[config.mk]
export PLATFORM = sky130hd
export DESIGN_NAME = f32_divmean_unit
export DESIGN_NICKNAME = d
export VERILOG_FILES = /design/src/rtl/f32_divmean_unit.sv
export SDC_FILE = /design/constraint.sdc
export NUM_CORES = 1
export LEC_CHECK = 0
export ABC_CLOCK_PERIOD_IN_PS = 13300
export CAP_MARGIN = 25
export CELL_PAD_IN_SITES_DETAIL_PLACEMENT = 0
export CELL_PAD_IN_SITES_GLOBAL_PLACEMENT = 2
export CORE_MARGIN = 4
export CORE_UTILIZATION = 41
export DETAILED_ROUTE_END_ITERATION = 8
export GPL_TIMING_DRIVEN = 0
export PLACE_DENSITY = 0.86
export SETUP_SLACK_MARGIN = 0.15
export SYNTH_ARGS = -nofsm -noshare
export SYNTH_HDL_FRONTEND = slang
export SYNTH_SLANG_ARGS = --single-unit
[constraint.sdc]
create_clock -name clk -period 13.3 [get_ports clk]
set_clock_uncertainty 0.15 [all_clocks]
set_input_delay 2.66 -clock clk [delete_from_list [all_inputs] [get_ports clk]]
set_output_delay 2.66 -clock clk [all_outputs]
set_load 0.02 [all_outputs]
[src/rtl/f32_divmean_unit.sv]
`default_nettype none
// ============================================================================
// Module   : f32_divmean_unit
// Purpose  : Single-precision divide (restoring, 26 quotient bits) and
//            two-operand mean, plus a combinational 8-bit exponent adder.
// Revision : 1.0  initial release
// ============================================================================
module f32_divmean_unit (
    input  logic        clk,
    input  logic        rst,
    input  logic        start,
    input  logic        op,
    input  logic [31:0] a,
    input  logic [31:0] b,
    output logic        rdy,
    output logic [31:0] result,
    input  logic [7:0]  add_a,
    input  logic [7:0]  add_b,
    input  logic        add_cin,
    output logic [7:0]  add_sum
);
    localparam logic [31:0] C_QNAN = 32'h7FC0_0000;

    typedef enum logic [2:0] {
        S_IDLE     = 3'd0,
        S_UNPACK   = 3'd1,
        S_DIV_ITER = 3'd2,
        S_ADD      = 3'd3,
        S_NORM     = 3'd4,
        S_DONE     = 3'd5
    } state_t;

    state_t             state_q, state_d;
    logic               op_q, op_d, rdy_q, rdy_d, sign_q, sign_d;
    logic               sa_q, sa_d, sb_q, sb_d;
    logic [31:0]        a_q, a_d, b_q, b_d, pack_q, pack_d, result_q, result_d;
    logic [7:0]         ea_q, ea_d, eb_q, eb_d;
    logic [23:0]        ma_q, ma_d, mb_q, mb_d;
    logic signed [9:0]  exp_q, exp_d;
    logic [25:0]        quo_q, quo_d, rem_q, rem_d;
    logic [4:0]         cnt_q, cnt_d;
    logic [27:0]        sum_q, sum_d;

    // Operand decode straight from the captured words (used in UNPACK)
    logic [7:0]         w_ea, w_eb;
    logic [23:0]        w_ma, w_mb;
    logic               w_a_nan, w_b_nan, w_a_inf, w_b_inf, w_a_zero, w_b_zero, w_sdiv;
    logic signed [9:0]  w_ebase;
    logic               w_spec;
    logic [31:0]        w_spec_res;

    assign w_ea     = a_q[30:23];
    assign w_eb     = b_q[30:23];
    assign w_a_zero = (w_ea == 8'd0);
    assign w_b_zero = (w_eb == 8'd0);
    assign w_ma     = w_a_zero ? 24'd0 : {1'b1, a_q[22:0]};
    assign w_mb     = w_b_zero ? 24'd0 : {1'b1, b_q[22:0]};
    assign w_a_nan  = (w_ea == 8'hFF) && (a_q[22:0] != 23'd0);
    assign w_b_nan  = (w_eb == 8'hFF) && (b_q[22:0] != 23'd0);
    assign w_a_inf  = (w_ea == 8'hFF) && (a_q[22:0] == 23'd0);
    assign w_b_inf  = (w_eb == 8'hFF) && (b_q[22:0] == 23'd0);
    assign w_sdiv   = a_q[31] ^ b_q[31];
    assign w_ebase  = $signed({2'b00, w_ea}) - $signed({2'b00, w_eb}) + 10'sd127;

    // Quotients whose exponent is out of range whatever the mantissas resolve early
    always_comb begin
        w_spec     = 1'b1;
        w_spec_res = C_QNAN;
        if (!op_q) begin
            if (w_a_nan || w_b_nan || (w_a_zero && w_b_zero) || (w_a_inf && w_b_inf))
                w_spec_res = C_QNAN;
            else if (w_a_inf || w_b_zero || (w_ebase >= 10'sd256))
                w_spec_res = {w_sdiv, 8'hFF, 23'd0};
            else if (w_a_zero || w_b_inf || (w_ebase < 10'sd0))
                w_spec_res = {w_sdiv, 31'd0};
            else
                w_spec = 1'b0;
        end else begin
            if (w_a_nan || w_b_nan || (w_a_inf && w_b_inf && (a_q[31] != b_q[31])))
                w_spec_res = C_QNAN;
            else if (w_a_inf)
                w_spec_res = {a_q[31], 8'hFF, 23'd0};
            else if (w_b_inf)
                w_spec_res = {b_q[31], 8'hFF, 23'd0};
            else
                w_spec = 1'b0;
        end
    end

    // Mean alignment: three extra bits below the mantissa act as guard/round/sticky
    logic        w_a_big;
    logic [7:0]  w_e_big, w_dexp;
    logic [26:0] w_ext_b, w_ext_s, w_lost, w_small;
    logic [27:0] w_sum;

    assign w_a_big = {ea_q, ma_q} >= {eb_q, mb_q};
    assign w_e_big = w_a_big ? ea_q : eb_q;
    assign w_dexp  = w_a_big ? (ea_q - eb_q) : (eb_q - ea_q);
    assign w_ext_b = w_a_big ? {ma_q, 3'b000} : {mb_q, 3'b000};
    assign w_ext_s = w_a_big ? {mb_q, 3'b000} : {ma_q, 3'b000};
    assign w_lost  = w_ext_s & ~({27{1'b1}} << w_dexp);
    assign w_small = (w_ext_s >> w_dexp) | {26'd0, |w_lost};
    assign w_sum   = (sa_q == sb_q) ? ({1'b0, w_ext_b} + {1'b0, w_small})
                                    : ({1'b0, w_ext_b} - {1'b0, w_small});

    // Normalise to an implicit leading one, then round to nearest even and pack
    logic [25:0]       w_n;
    logic signed [9:0] w_e, w_er;
    logic              w_zero, w_up;
    logic [4:0]        w_msb, w_sh;
    logic [23:0]       w_fr;
    logic [31:0]       w_pack;

    always_comb begin
        w_n    = 26'd0;
        w_e    = exp_q;
        w_zero = 1'b0;
        w_sh   = 5'd0;
        w_msb  = 5'd0;
        for (int i = 0; i < 27; i++)
            if (sum_q[i]) w_msb = i[4:0];
        if (!op_q) begin
            if (quo_q[25]) begin
                w_n = {quo_q[24:0], |rem_q};
            end else begin
                w_n = {quo_q[23:0], 1'b0, |rem_q};
                w_e = exp_q - 10'sd1;
            end
        end else begin
            if (sum_q == 28'd0) begin
                w_zero = 1'b1;
            end else if (sum_q[27]) begin
                w_n = {sum_q[26:2], |sum_q[1:0]};
                w_e = exp_q;
            end else begin
                w_sh = 5'd26 - w_msb;
                w_n  = sum_q[25:0] << w_sh;
                w_e  = exp_q - $signed({5'd0, w_sh}) - 10'sd1;
            end
        end
        w_up = w_n[2] & (w_n[1] | w_n[0] | w_n[3]);
        w_fr = {1'b0, w_n[25:3]} + {23'd0, w_up};
        w_er = w_fr[23] ? (w_e + 10'sd1) : w_e;
        if (w_zero)
            w_pack = 32'd0;
        else if (w_er >= 10'sd255)
            w_pack = {sign_q, 8'hFF, 23'd0};
        else if (w_er <= 10'sd0)
            w_pack = {sign_q, 31'd0};
        else
            w_pack = {sign_q, w_er[7:0], w_fr[22:0]};
    end

    always_comb begin
        state_d  = state_q;
        op_d     = op_q;
        a_d      = a_q;
        b_d      = b_q;
        rdy_d    = rdy_q;
        sign_d   = sign_q;
        sa_d     = sa_q;
        sb_d     = sb_q;
        ea_d     = ea_q;
        eb_d     = eb_q;
        ma_d     = ma_q;
        mb_d     = mb_q;
        exp_d    = exp_q;
        quo_d    = quo_q;
        rem_d    = rem_q;
        cnt_d    = cnt_q;
        sum_d    = sum_q;
        pack_d   = pack_q;
        result_d = result_q;
        case (state_q)
            S_IDLE, S_DONE: begin
                if ((state_q == S_DONE) && !rdy_q) begin
                    result_d = pack_q;
                    rdy_d    = 1'b1;
                end else if (start) begin
                    op_d    = op;
                    a_d     = a;
                    b_d     = b;
                    rdy_d   = 1'b0;
                    state_d = S_UNPACK;
                end
            end
            S_UNPACK: begin
                sa_d   = a_q[31];
                sb_d   = b_q[31];
                ea_d   = w_ea;
                eb_d   = w_eb;
                ma_d   = w_ma;
                mb_d   = w_mb;
                sign_d = w_sdiv;
                exp_d  = w_ebase;
                rem_d  = {2'b00, w_ma};
                quo_d  = 26'd0;
                cnt_d  = 5'd0;
                if (w_spec) begin
                    pack_d  = w_spec_res;
                    state_d = S_DONE;
                end else begin
                    state_d = op_q ? S_ADD : S_DIV_ITER;
                end
            end
            S_DIV_ITER: begin
                if (rem_q >= {2'b00, mb_q}) begin
                    quo_d = {quo_q[24:0], 1'b1};
                    rem_d = (rem_q - {2'b00, mb_q}) << 1;
                end else begin
                    quo_d = {quo_q[24:0], 1'b0};
                    rem_d = rem_q << 1;
                end
                cnt_d = cnt_q + 5'd1;
                if (cnt_q == 5'd25) state_d = S_NORM;
            end
            S_ADD: begin
                sum_d   = w_sum;
                exp_d   = $signed({2'b00, w_e_big});
                sign_d  = w_a_big ? sa_q : sb_q;
                state_d = S_NORM;
            end
            S_NORM: begin
                pack_d  = w_pack;
                state_d = S_DONE;
            end
            default: state_d = S_IDLE;
        endcase
    end

    always_ff @(posedge clk or negedge rst) begin
        if (!rst) begin
            state_q  <= S_IDLE;
            op_q     <= 1'b0;
            a_q      <= 32'd0;
            b_q      <= 32'd0;
            rdy_q    <= 1'b0;
            sign_q   <= 1'b0;
            sa_q     <= 1'b0;
            sb_q     <= 1'b0;
            ea_q     <= 8'd0;
            eb_q     <= 8'd0;
            ma_q     <= 24'd0;
            mb_q     <= 24'd0;
            exp_q    <= 10'sd0;
            quo_q    <= 26'd0;
            rem_q    <= 26'd0;
            cnt_q    <= 5'd0;
            sum_q    <= 28'd0;
            pack_q   <= 32'd0;
            result_q <= 32'd0;
        end else begin
            state_q  <= state_d;
            op_q     <= op_d;
            a_q      <= a_d;
            b_q      <= b_d;
            rdy_q    <= rdy_d;
            sign_q   <= sign_d;
            sa_q     <= sa_d;
            sb_q     <= sb_d;
            ea_q     <= ea_d;
            eb_q     <= eb_d;
            ma_q     <= ma_d;
            mb_q     <= mb_d;
            exp_q    <= exp_d;
            quo_q    <= quo_d;
            rem_q    <= rem_d;
            cnt_q    <= cnt_d;
            sum_q    <= sum_d;
            pack_q   <= pack_d;
            result_q <= result_d;
        end
    end

    assign rdy     = rdy_q;
    assign result  = result_q;
    assign add_sum = add_a + add_b + {7'd0, add_cin};

endmodule
`default_nettype wire

-- Word-level counts from Yosys, hierarchy flattened
Cells that the tools add are included.
- add/sub/neg operators: 16
- order comparisons: 6
- eq/ne operators: 14
- shift operators: 3
- muxes and demuxes: 79
- bitwise operators: 8
- reductions and logical operators: 38
- operators by type and width (cell ; number):
    $mux 32 ; 9
    $mux 26 ; 5
    $mux 5 ; 25
    $pmux 26 s2 ; 2
    $pmux 32 s2 ; 1
    $mux 31 ; 2
    $mux 27 ; 2
    $mux 10 ; 5
    $mux 24 ; 2
    $logic_not 23->1 ; 2
    $reduce_bool 23->1 ; 2
    $ge 32x32->1 ; 1
    $add 27x27->28 ; 1
    $logic_not 28->1 ; 1
    $mux 28 ; 1
    $sub 27x27->28 ; 1
    $and 27x27->27 ; 1
    $not 27->27 ; 1
    $or 27x1->27 ; 1
    $reduce_or 27->1 ; 1
    $shl 27x8->27 const A ; 1
    $shr 27x8->27 ; 1
    $ge 26x24->1 ; 1
    $reduce_or 26->1 ; 1
    45 further kinds ; 94
- register bits: 295
- input port bits: 85
- word-level logic and storage cells: 183

-- Depth between registers and ports, before layout
Gate-level depths: netlist of run 1.
- depth after elaboration: 41
- mapped depth: 38
- mapped depth without buffers: 36

-- Worst setup path before layout of run 1
OpenSTA, ideal clock, no wires.
- kind: register to register
- start point: reg mb_q[15]
- end point: reg sum_q[27]
- data arrival time: 7562 ps
- data required time: 13018 ps
- path slack: 5456 ps
- cell stages (with the launch flop): 36
- cells stage by stage: dfrtp_1 -> inv_1 -> ha_1 -> and2_1 -> a221oi_1 -> o2bb2ai_1 -> o31a_1 -> a211oi_4 -> buf_4 -> buf_2 -> buf_2 -> buf_1 -> a21oi_1 -> o211ai_1 -> nand4_1 -> or4_1 -> nor4_4 -> ha_1 -> inv_1 -> nor4_1 -> a21oi_1 -> xor2_1 -> ha_1 -> a21oi_1 -> o21bai_1 -> a21oi_1 -> o21bai_1 -> a211oi_1 -> o31ai_1 -> o21ai_0 -> o211a_1 -> a21o_1 -> o21ai_0 -> nor3_1 -> a222oi_1 -> nand3_1
- cells in the longest elaborated chain, start to end: 9
- elaborated cells between the ends (all ways): 13
- those cells by class: add/sub (2); order compare (1); shift (2); mux (4); bitwise (3); reduce/logical (1)
- ends and longest elaborated chain (item ; RTL line ; RTL):
    start, declared ; 38 ; logic [23:0] ma_q, ma_d, mb_q, mb_d;
    start signal, assigned ; 264 ; mb_q <= mb_d;
    $ge 32x32->1 ; 96 ; assign w_a_big = {ea_q, ma_q} >= {eb_q, mb_q};
    $mux 8 ; 98 ; assign w_dexp = w_a_big ? (ea_q - eb_q) : (eb_q - ea_q);
    $shl 27x8->27 ; 101 ; assign w_lost = w_ext_s & ~({27{1'b1}} << w_dexp);
    $not 27->27 ; 101 ;
    $and 27x27->27 ; 101 ;
    $reduce_or 27->1 ; 102 ; assign w_small = (w_ext_s >> w_dexp) | {26'd0, |w_lost};
    $or 27x1->27 ; 102 ;
    $sub 27x27->28 / $add 27x27->28 (equally long branches) ; 104, 103 ;
    $mux 28 (*) ; 103 ; assign w_sum = (sa_q == sb_q) ? ({1'b0, w_ext_b} + {1'b0, w_small})
    end signal, assigned ; 269 ; sum_q <= sum_d;
    end, declared ; 42 ; logic [27:0] sum_q, sum_d;
Every way passes the cells marked *; elsewhere a longest branch is shown, timed or not.
A chain may end at the register's enable or synchronous reset.

-- Final worst setup path of run 1
Same ends and word-level chain as after synthesis.

==> impl_metrics.toml, run 1 <==
[run_status]
status = "completed"

[clock_tree]
tritoncts = "done"
root_buffer = "clkbuf_16"
postCtsResizedCells = 0
cts_buffer_depth = 3
cts_setup_buffers = 0
clk_latency_ps = 570
numCtsBuffers = 36
ctsHoldBuffers = 0
cts.sinks = 295
clk_pin_slew_worst_paths_ps = 60
cts-htree-levels = 2

[routing]
viasPerCell = 6.25
wirelength_mm = 99.9
dr.pass1.iters = 5
drc = 0
wl_per_cell_um = 26.2
vias = 23900
antenna_left = 0
drtIter0Drc = 1926

[synthesis]
async_flop_share = 1.00
yosysMostFrequentCell = "nand2_1"
syn_inst = 2865
yosysWarnings = 0
synth_cell_types = 102
yosysTopAreaCellShare = 0.304
syn_avg_cell_area_um2 = 8.48
netlist_area_mm2 = 0.0243
ys_ff_latch = 295
yosysSeqAreaShare = 0.304
synth_commonest_cells = "342 x nand2_1, 295 x dfrtp_1, 250 x o21ai_0, 156 x a21oi_1, 156 x nor2_1"
synth-edff-count = 0
synthesis.nets = 3070
ys_top_cells_by_area = "dfrtp_1 30%, ha_1 5.8%, mux2_2 5.8%"
synth_area_leader_cell = "dfrtp_1"
synthFlopType = "dfrtp_1"

[sta]
hold_violations = 0
fmax_mhz = 96.0
fin_setup_tns_ps = 0
rsz0062_at_grt = "false"
tightest_slew_ps = 1000
maxSlewViolCount = 0
fin_crit_ps = 10420
setup_violations = 0
relSlewSlack = 0.316
fin_crit_sh = 0.784

[setup_path]
crit_family = "compound AO/OA/AOI/OAI gates"
max_stage_delay_ps = 740
path_class = "flip-flop to flip-flop"
crit_fanout = 10
cp_common_cell = "a21oi_1"
cp-end-kind = "flip-flop"
worstPathRequired_ps = 13570
worst-path-buf-inv = 6
critPathSlowestCell = "nor4_1"
worstPathArrival_ps = 10690
start_kind = "flip-flop"

[floorplan]
fp-row-count = 88
die-area_mm2 = 0.0632
die_x_um = 251
die_h_um = 251
initial_utilization = 0.418
io_pins = 126
core_mm2 = 0.0581

[grt]
grt_pass1_vias = 23300
antenna_found_initial = 3
grt_pass1_wl_mm = 150
grt_max_degree = 116
grt_usage = 0.307
gr-total-overflow = 0

[run]
cap_violations = 0

[finish]
num_antenna_cells = 0
syn_to_final_growth_pct = 14.1
final.fill_count = 5689
layout-drive-gt1-share = 0.0952
layout.nets = 3238

[place]
gp_congestion = 0.985
port_buffers = 125
dpl.hpwl_mm = 79.3

[worst_hold_path]
worst_hold_path_type = "flip-flop to flip-flop"
kinds of logic (layout without fill, tap and decap cells):
kind of cell,after synthesis,after routing,share of synthesized area
compound gates,876,876,0.239
simple gates,882,882,0.175
fa+ha+maj,120,120,0.0643
xor+xnor,127,127,0.0466
flops,295,295,0.304
buf+inv,306,497,0.0505
mux,259,259,0.120
layout by cell type (no fill, tap or decap), drive strengths merged, types with 47 or more instances in the layout:
cell           netlist  final
nor3                76     76
a21oi              159    159
inv                121    124
xor2                54     54
a22o                53     53
mux2               124    124
xnor2               73     73
clkdlybuf4s50        0    124
nand3               72     72
dfrtp              295    295
o211ai              47     47
clkbuf             127    177
buf                 55     61
nand2              342    342
mux2i              122    122
nor2               156    156
o21ai              277    277
ha                 112    112
layout make-up:
class | count | area (um^2) | area share
Clock buffer | 50 | 1020 | 0.0369
Sequential cell | 295 | 7380 | 0.266
Inverter | 124 | 468 | 0.0169
Multi-Input combinational cell | 2264 | 15700 | 0.566
Tap cell | 765 | 957 | 0.0345
Timing Repair Buffer | 130 | 1330 | 0.0481
Buffer | 182 | 759 | 0.0274
Clock inverter | 11 | 109 | 0.00393
final timing paths:
kind,cells past startpoint,slack (ps),start,to
max in group asynchronous,3,9500,rst,mb_q[13]
worst max-delay path,35,2880,mb_q[15],sum_q[27]
worst min-delay path,2,330,pack_q[18],pack_q[18]
worst min register to register,2,330,pack_q[18],pack_q[18]
min in group asynchronous,1,1910,rst,sum_q[21]
worst max register to register,35,2880,mb_q[15],sum_q[27]
worst min-delay path, cell delays in order, from the launching register on:
cell and delay, ps:
dfrtp_1 340, nand2_1 60, o21ai_2 50
metal layers:
layer | vias to the layer above | global-route usage | routed length (um)
met5 | - | 0 | 55
met4 | 6 | 0.135 | 4980
met3 | 265 | 0.0435 | 5820
met2 | 938 | 0.498 | 46100
met1 | 11700 | 0.409 | 43000
li1 | 10900 | - | -
per-stage QoR:
step           worst slack [ps]  utilization  hold slack (ps)  instances  cell area, um^2
6_report                   2880        0.477              330       3821            27700
5_1_grt                    2240        0.477              357       3821            27700
4_1_cts                    2970        0.477              330       3821            27700
3_5_place_dp               2980        0.457              314       3760            26600
3_3_place_gp              -3340        0.456              311       3755            26500
2_1_floorplan              5460            -              294       2865            24300
registers in the layout (all words and copies together) (netlist names), 3 cells and up:
register  flops
eb_q          8
b_q          32
sum_q        28
ea_q          8
pack_q       32
quo_q        26
mb_q         24
rem_q        26
state_q       3
a_q          32
result       32
cnt_q         5
ma_q         24
exp_q        10
Power of run 1 is not shown: default switching activity piles up to over one toggle a cycle in this logic, so the estimate is an artifact.
==> inputs of run 2 (changes only) <==
ABC_CLOCK_PERIOD_IN_PS = 9200   (was 13300)
CORE_UTILIZATION = 35   (was 41)
PLACE_DENSITY = 0.78   (was 0.86)
clock period = 9.2 ns   (was 13.3 ns; I/O delays follow)
==> impl_metrics.toml, run 2 (synthesis results as in run 1) <==
[clock_tree]
clk_pin_slew_worst_paths_ps = 60
cts_buffer_depth = 3
clk_latency_ps = 580
cts.sinks = 295
cts-htree-levels = 2
ctsHoldBuffers = 0
root_buffer = "clkbuf_16"
numCtsBuffers = 38
tritoncts = "done"

[routing]
wl_met2_mm = 45.7
wl_met3_mm = 5.60
routed.top_layer = "met5"
wl_per_cell_um = 25.4
m1WireLength_mm = 46.9
viasPerCell = 5.94
drtIter0Drc = 1887
antenna_left = 0
drc = 0
wirelength_mm = 102
dr.pass1.iters = 5
vias = 23800

[finish]
mostFrequentLayoutCell = "nand2_1"
layout-drive-gt1-share = 0.111
syn_to_final_growth_pct = 16.6
multiInputGateArea_mm2 = 0.0158
layout_common_cells = "342 x nand2_1, 295 x dfrtp_1, 246 x o21ai_0"
layout.nets = 3248
final.fill_count = 7030
post-route-util = 0.412
final-seq-area_mm2 = 0.00738

[grt]
grt_pass1_wl_mm = 153
gr-total-overflow = 0
grt_pass1_vias = 23400
grt_max_degree = 119
antenna_found_initial = 1
grt_usage = 0.268

[floorplan]
die_h_um = 271
fp-row-count = 96
io_pins = 126
die_x_um = 271
initial_utilization = 0.353
core_mm2 = 0.0687
die-area_mm2 = 0.0737

[sta]
rsz0062_at_grt = "true"
fin_crit_ps = 8620
setup_violations = 0
maxSlewViolCount = 0
fmax_mhz = 116
fin_setup_tns_ps = 0
tightest_slew_ps = 1090
fin_crit_sh = 0.937
hold_violations = 0
relSlewSlack = 0.271

[setup_path]
critPathSlowestCell = "fa_1"
max_stage_delay_ps = 470
worstPathArrival_ps = 8960
worst-path-buf-inv = 6
startpoint = "mb_q[15]"
cp-end-kind = "flip-flop"
worstPathRequired_ps = 9540
crit_fanout = 10
start_kind = "flip-flop"
path_class = "flip-flop to flip-flop"
crit_family = "compound AO/OA/AOI/OAI gates"
cp_common_cell = "a21o_1"
r2r_start = "mb_q[15]"

[worst_hold_path]
worst_hold_path_type = "flip-flop to flip-flop"
min_from = "pack_q[1]"

[run_status]
status = "completed"

[place]
port_buffers = 125
dpl.hpwl_mm = 80.7
gp_congestion = 0.956

[run]
cap_violations = 0
## run 2: area by class of cell
type	count	share of cell area
antenna	2	0.000177
buffer	182	0.0276
clock buffer	53	0.0391
clock inverter	16	0.00667
inverter	124	0.0165
multi-input combinational	2264	0.559
sequential	295	0.261
tap	931	0.0411
timing repair buffer	138	0.0494
## run 2: worst register-to-register path, delay by kind of cell (launching register included)
kind,cells,cell delay (ps)
flip-flops,1,460
AO/OA/AOI/OAI,19,3680
adder cells (fa/ha/maj),3,1020
XOR/XNOR,1,190
buffers and inverters,6,1460
multiplexers,1,290
AND/OR/NAND/NOR,7,1270
## run 2: final timing paths
path	to	slack (ps)	cells past startpoint
worst max-delay path	sum_q[27]	580	37
worst min-delay path	pack_q[1]	330	2
worst max register to register	sum_q[27]	580	37
worst min register to register	pack_q[1]	330	2
max in group asynchronous	a_q[24]	6650	2
min in group asynchronous	mb_q[4]	1140	1
## run 2: repair_timing
item / CTS / global route
buffers inserted: 4 / 1
pin swaps: 2 / 3
setup endpoints to repair: 16 / 18
gates resized for setup: 17 / 31
## run 2: through the flow
stage	worst slack, ps	hold WS (ps)	instances	instance area (um^2)
5_1_grt	117	363	4003	28300
3_5_place_dp	-1290	325	3928	26800
2_1_floorplan	1360	294	2865	24300
6_report	581	333	4005	28300
3_3_place_gp	-6900	317	3921	26700
4_1_cts	171	338	4001	28200
## run 2: layer usage
metal,track usage,up-vias
met4,0.0884,2
met3,0.0306,176
li1,-,10900
met5,0,-
met1,0.381,11900
met2,0.427,836
Power of run 2 is left out for the same reason.
==> inputs of run 3 (changes only) <==
CORE_MARGIN = 8   (was 4)
CTS_CLUSTER_SIZE = 14   (was default)
RECOVER_POWER = 100   (was default)
==> impl_metrics.toml, run 3 (synthesis results as in run 1) <==
[setup_path]
crit_fanout = 10
start_kind = "flip-flop"
worstPathArrival_ps = 8950
critPathSlowestCell = "fa_1"
worstPathRequired_ps = 9480
path_class = "flip-flop to flip-flop"
cp-end-kind = "flip-flop"
rr_worst_depth = 29
cp_common_cell = "ha_1"
r2r_start = "ea_q[0]"
r2r-end = "sum_q[27]"
max_stage_delay_ps = 640
worst-r2r-setup-slack_ps = 530

[clock_tree]
cts-htree-levels = 2
clk_latency_ps = 570
tritoncts = "done"
root_buffer = "clkbuf_16"
cts_buffer_depth = 3
clk_pin_slew_worst_paths_ps = 60
cts.sinks = 295
numCtsBuffers = 37
ctsHoldBuffers = 0

[run_status]
status = "finished, violations left"
violations = "capacitance limit, slew limit"

[floorplan]
core_mm2 = 0.0687
die-area_mm2 = 0.0781
initial_utilization = 0.353
fp-row-count = 96
io_pins = 126
die_x_um = 279
die_h_um = 279

[finish]
post-route-util = 0.411
layout-drive-gt1-share = 0.109
syn_to_final_growth_pct = 16.3
num_antenna_cells = 0
final.fill_count = 6960
finalNonFillerCells = 4002
mostFrequentLayoutCell = "nand2_1"
layout.nets = 3249
layout_common_cells = "342 x nand2_1, 295 x dfrtp_1, 259 x o21ai_0"

[sta]
tightest_slew_ps = 4760
fin_crit_ps = 8670
fin_crit_sh = 0.942
maxSlewViolCount = 181
fmax_mhz = 115
setup_violations = 0
hold_slack_ps = 335
rsz0062_at_grt = "false"
hold_violations = 0
relSlewSlack = -2.17

[worst_hold_path]
min_from = "pack_q[11]"
hold_depth = 2
hold_end = "pack_q[11]"
worst_hold_path_type = "flip-flop to flip-flop"

[run]
cap_violations = 2

[routing]
vias = 23800
viasPerCell = 5.95
drtIter0Drc = 2087
drc = 0
wl_met2_mm = 45.8
routed.top_layer = "met5"
wl_met3_mm = 5.70
m1WireLength_mm = 45.6
antenna_left = 0
wirelength_mm = 101
wl_per_cell_um = 25.2
dr.pass1.iters = 6

[grt]
antenna_found_initial = 1
grt_usage = 0.250
grt_max_degree = 118
grt_pass1_wl_mm = 152
grt_pass1_vias = 23300
gr-total-overflow = 0

[place]
gp_congestion = 0.971
port_buffers = 125
dpl.hpwl_mm = 80.0
placed_cells = 3928
[run 3: repair_timing]
item | 4_1_cts | 5_1_grt
setup buffers | 3 | 5
pin swaps | 3 | 6
endpoints found under the setup margin | 13 | 12
gates resized for setup | 16 | 42
hold endpoints to repair | 0 | 0
[run 3: critical path, delay by kind of cell, from the launching register on]
kind            cells  cell delay, ps
compound gates     11            2530
simple gates        7            1620
buf+inv             5            1610
fa+ha+maj           4            1440
mux                 1             610
flops               1             430
xor+xnor            1             120
[run 3: cell type report]
cell class	instances	area [um^2]	share of cell area
repair buffers	140	1360	0.0483
clock buffers	48	1050	0.0371
multi-input cells	2264	15800	0.559
plain buffers	182	782	0.0277
well taps	931	1160	0.0412
inverters	124	468	0.0166
clock inverters	18	249	0.00882
flip-flops and latches	295	7380	0.261
[run 3: layer usage]
layer / track usage / up-vias
li1: - / 10900
met1: 0.340 / 11800
met2: 0.403 / 879
met3: 0.0364 / 208
met4: 0.0862 / 2
met5: 0 / -
[run 3: worst max-delay path by stage]
stage               startpoint        end  slack [ps]  cells after the start
finish                 ea_q[0]  sum_q[27]         530                     29
global route          mb_q[15]  sum_q[27]          70                     32
CTS                    eb_q[4]  sum_q[27]         140                     34
detailed placement     mb_q[2]  sum_q[27]       -1160                     31
global placement           rst        rdy       -7020                      1
floorplan             mb_q[15]  sum_q[27]        1360                     35
[run 3: metrics by stage]
step                setup TNS, ps  setup WS (ps)  instance area (um^2)
floorplan                       0           1360                 24300
global placement         -2053750          -7020                 26700
detailed placement          -4890          -1160                 26800
CTS                             0            139                 28200
global route                    0           73.9                 28200
finish                          0            534                 28200
Power of run 3 is left out for the same reason.
==> RTL change, RTL diff (config.mk and constraints of run 2) <==
The 6 states of `state_t` get a one-hot encoding in 6 bits.
--- a/src/rtl/f32_divmean_unit.sv
+++ b/src/rtl/f32_divmean_unit.sv
@@ -21,13 +21,13 @@
 );
     localparam logic [31:0] C_QNAN = 32'h7FC0_0000;
 
-    typedef enum logic [2:0] {
-        S_IDLE     = 3'd0,
-        S_UNPACK   = 3'd1,
-        S_DIV_ITER = 3'd2,
-        S_ADD      = 3'd3,
-        S_NORM     = 3'd4,
-        S_DONE     = 3'd5
+    typedef enum logic [5:0] {
+        S_IDLE     = 6'b000001,
+        S_UNPACK   = 6'b000010,
+        S_DIV_ITER = 6'b000100,
+        S_ADD      = 6'b001000,
+        S_NORM     = 6'b010000,
+        S_DONE     = 6'b100000
     } state_t;
 
     state_t             state_q, state_d;
Behaviour: no difference found for any inputs over 4 cycles, from zero or initial values and one cycle with rst low; so few cycles prove little.
==> RTL change against run 2 <==
  * Area after synthesis is 5.8% higher
  * Worst hold slack lost 7.0 ps
  * Setup slack worse by 180 ps
  * Critical path depth unchanged
  * Highest routed layer unchanged
  * Die area increased by 5.7%
  * Final area rose by 5.9%
  * Routed wire length rose by 12%
  * Largest cell class unchanged
  * Sequential cell count grew 3
Power is left out: the tool's default activity adds up to more than one toggle a clock period on the data nets, which glitch-free logic cannot reach.
==> RTL change: results (changes against run 2) <==
run_status:
  status: "finished clean"
cts:
  insertion_delay_ps: 540  # -40 ps
  h-tree-depth: 2  # unchanged
  cts-resized-gates: 75  # +58
  cts_setup_buffers: 9  # +5
  cts_hold_buf: 0  # unchanged
  root_buffer: "clkbuf_16"
  cts_buffers: 36  # -5.3%
  clkTransAtPathRegs_ps: 60  # about the same
yosys:
  ys_types: 102  # unchanged
  synth-adder-area-share: 0.0608  # -0.00355
  synthXorXnorAreaFrac: 0.0402  # -0.00642
  synth-main-ff-cell: "dfrtp_1"
  syn_nets: 3291  # +7.2%
  yosysSeqAreaShare: 0.290  # -0.0138
  synth_compound_area_frac: 0.230  # -0.00960
  synth_commonest_cells: "376 x nand2_1, 297 x dfrtp_1, 266 x o21ai_0"
  yosysWarningCount: 0  # unchanged
  synthMuxAreaShare: 0.135  # +0.0148
  synthTopCellsByArea: "dfrtp_1 29%, nand2_1 5.5%, ha_1 5.5%"
drt:
  ant_nets: 0  # unchanged
  avgRoutedWirePerCell_um: 26.6  # +4.9%
  drt_iter0_markers: 2503  # +33%
  vias: 25967  # +9.1%
  first_pass_iters: 5  # unchanged
cells_and_area:
  inverters: 118  # -4.8%
  antenna_cells: 1  # -1
  nMultiInputCombCells: 2465  # +8.9%
  n_clock_buffer: 48  # -9.4%
  multi_input_area_sq_um: 17200  # +8.8%
  layout-drive-gt1-share: 0.128  # +0.0173
  design.seq.count: 298  # +1.0%
  seq_share: 0.249  # -0.0118
  buffers: 357  # +12%
  clk_share: 0.0397  # -0.00605
  final_nets: 3481  # +7.2%
  fillCellCount: 7467  # +6.2%
  buf_share: 0.0818  # +0.00486
timing:
  slew_viol_final: 0  # unchanged
  relSlewSlack: 0.209  # -0.0617
  fin_hold_ws_ps: 326  # -7.01 ps
  fin_tns_setup_ps: 0  # unchanged
  finalHoldViolations: 0  # unchanged
  timing.final.ws_setup_ps: 404  # -177 ps
  setup_viol: 0  # unchanged
global_routing:
  grt_max_degree: 114  # -4.2%
  grt_first_pass_wirelength_um: 168000  # +10%
  grt_usage: 0.282  # +0.0134
  grt_pass1_vias: 25119  # +7.5%
  antenna_found_initial: 2  # +1
setup_path:
  max_stage_delay_ps: 470  # about the same
  cp_slowest_cell: "mux2i_1"
  path_max_fanout: 10  # unchanged
  cp.arrival_ps: 9090  # +130 ps
placement:
  place_ws_ps: -2320  # -1040 ps
  dp_hpwl_um: 90400  # +12%
  gp_routability_congestion: 0.983  # +2.8%
  port_buffers: 125  # unchanged
hold_path:
  hold_class: "register to register"
[RTL change: cell types whose count changed after synthesis, sizes merged, moves of 14 or more]
cell and delta:
mux4 +20, a21oi +34, mux2i +18, o22ai -14, a22o -25, nand2 +35, clkbuf +26, nand3 +47
o21ai +21, nor2 +45
[RTL change: path summary, 6_finish.rpt]
kind                       cells after the start   endpoint      start
max                                           37  sum_q[27]    mb_q[2]
min                                            2  pack_q[7]  pack_q[7]
max reg2reg                                   37  sum_q[27]    mb_q[2]
min reg2reg                                    2  pack_q[7]  pack_q[7]
max in group asynchronous                      2    mb_q[7]        rst
min in group asynchronous                      1  sum_q[10]        rst
[RTL change: per-layer routing]
| layer | part of all wire | wire length, um | GRT usage |
|---|---|---|---|
| met4 | 0.039 | 4390 | 0.0923 |
| met1 | 0.43 | 49100 | 0.379 |
| met2 | 0.47 | 53700 | 0.474 |
| met3 | 0.056 | 6330 | 0.0344 |
| met5 | 0.00018 | 21 | 0 |
[RTL change: logic make-up (layout without fill, tap and decap cells)]
group | count (synthesis) | in the layout
xor+xnor | 117 | 117
simple gates | 1036 | 1036
flops | 298 | 298
other cells | 0 | 1
fa+ha+maj | 120 | 120
compound gates | 901 | 901
mux | 291 | 291
buf+inv | 323 | 541
[RTL change: worst max-delay path, delay by kind of cell (launching register included)]
kind,cells,cell delay (ps)
AO/OA/AOI/OAI,20,3890
XOR/XNOR,1,170
adder cells (fa/ha/maj),2,640
buffers and inverters,5,1210
flip-flops,1,460
multiplexers,2,730
AND/OR/NAND/NOR,7,1400
[RTL change: per-stage QoR]
step                instances  area (sq um)
finish                   4264         30000
global route             4263         30000
CTS                      4252         29700
detailed placement       4177         28200
global placement         4170         28200
floorplan                3086         25700
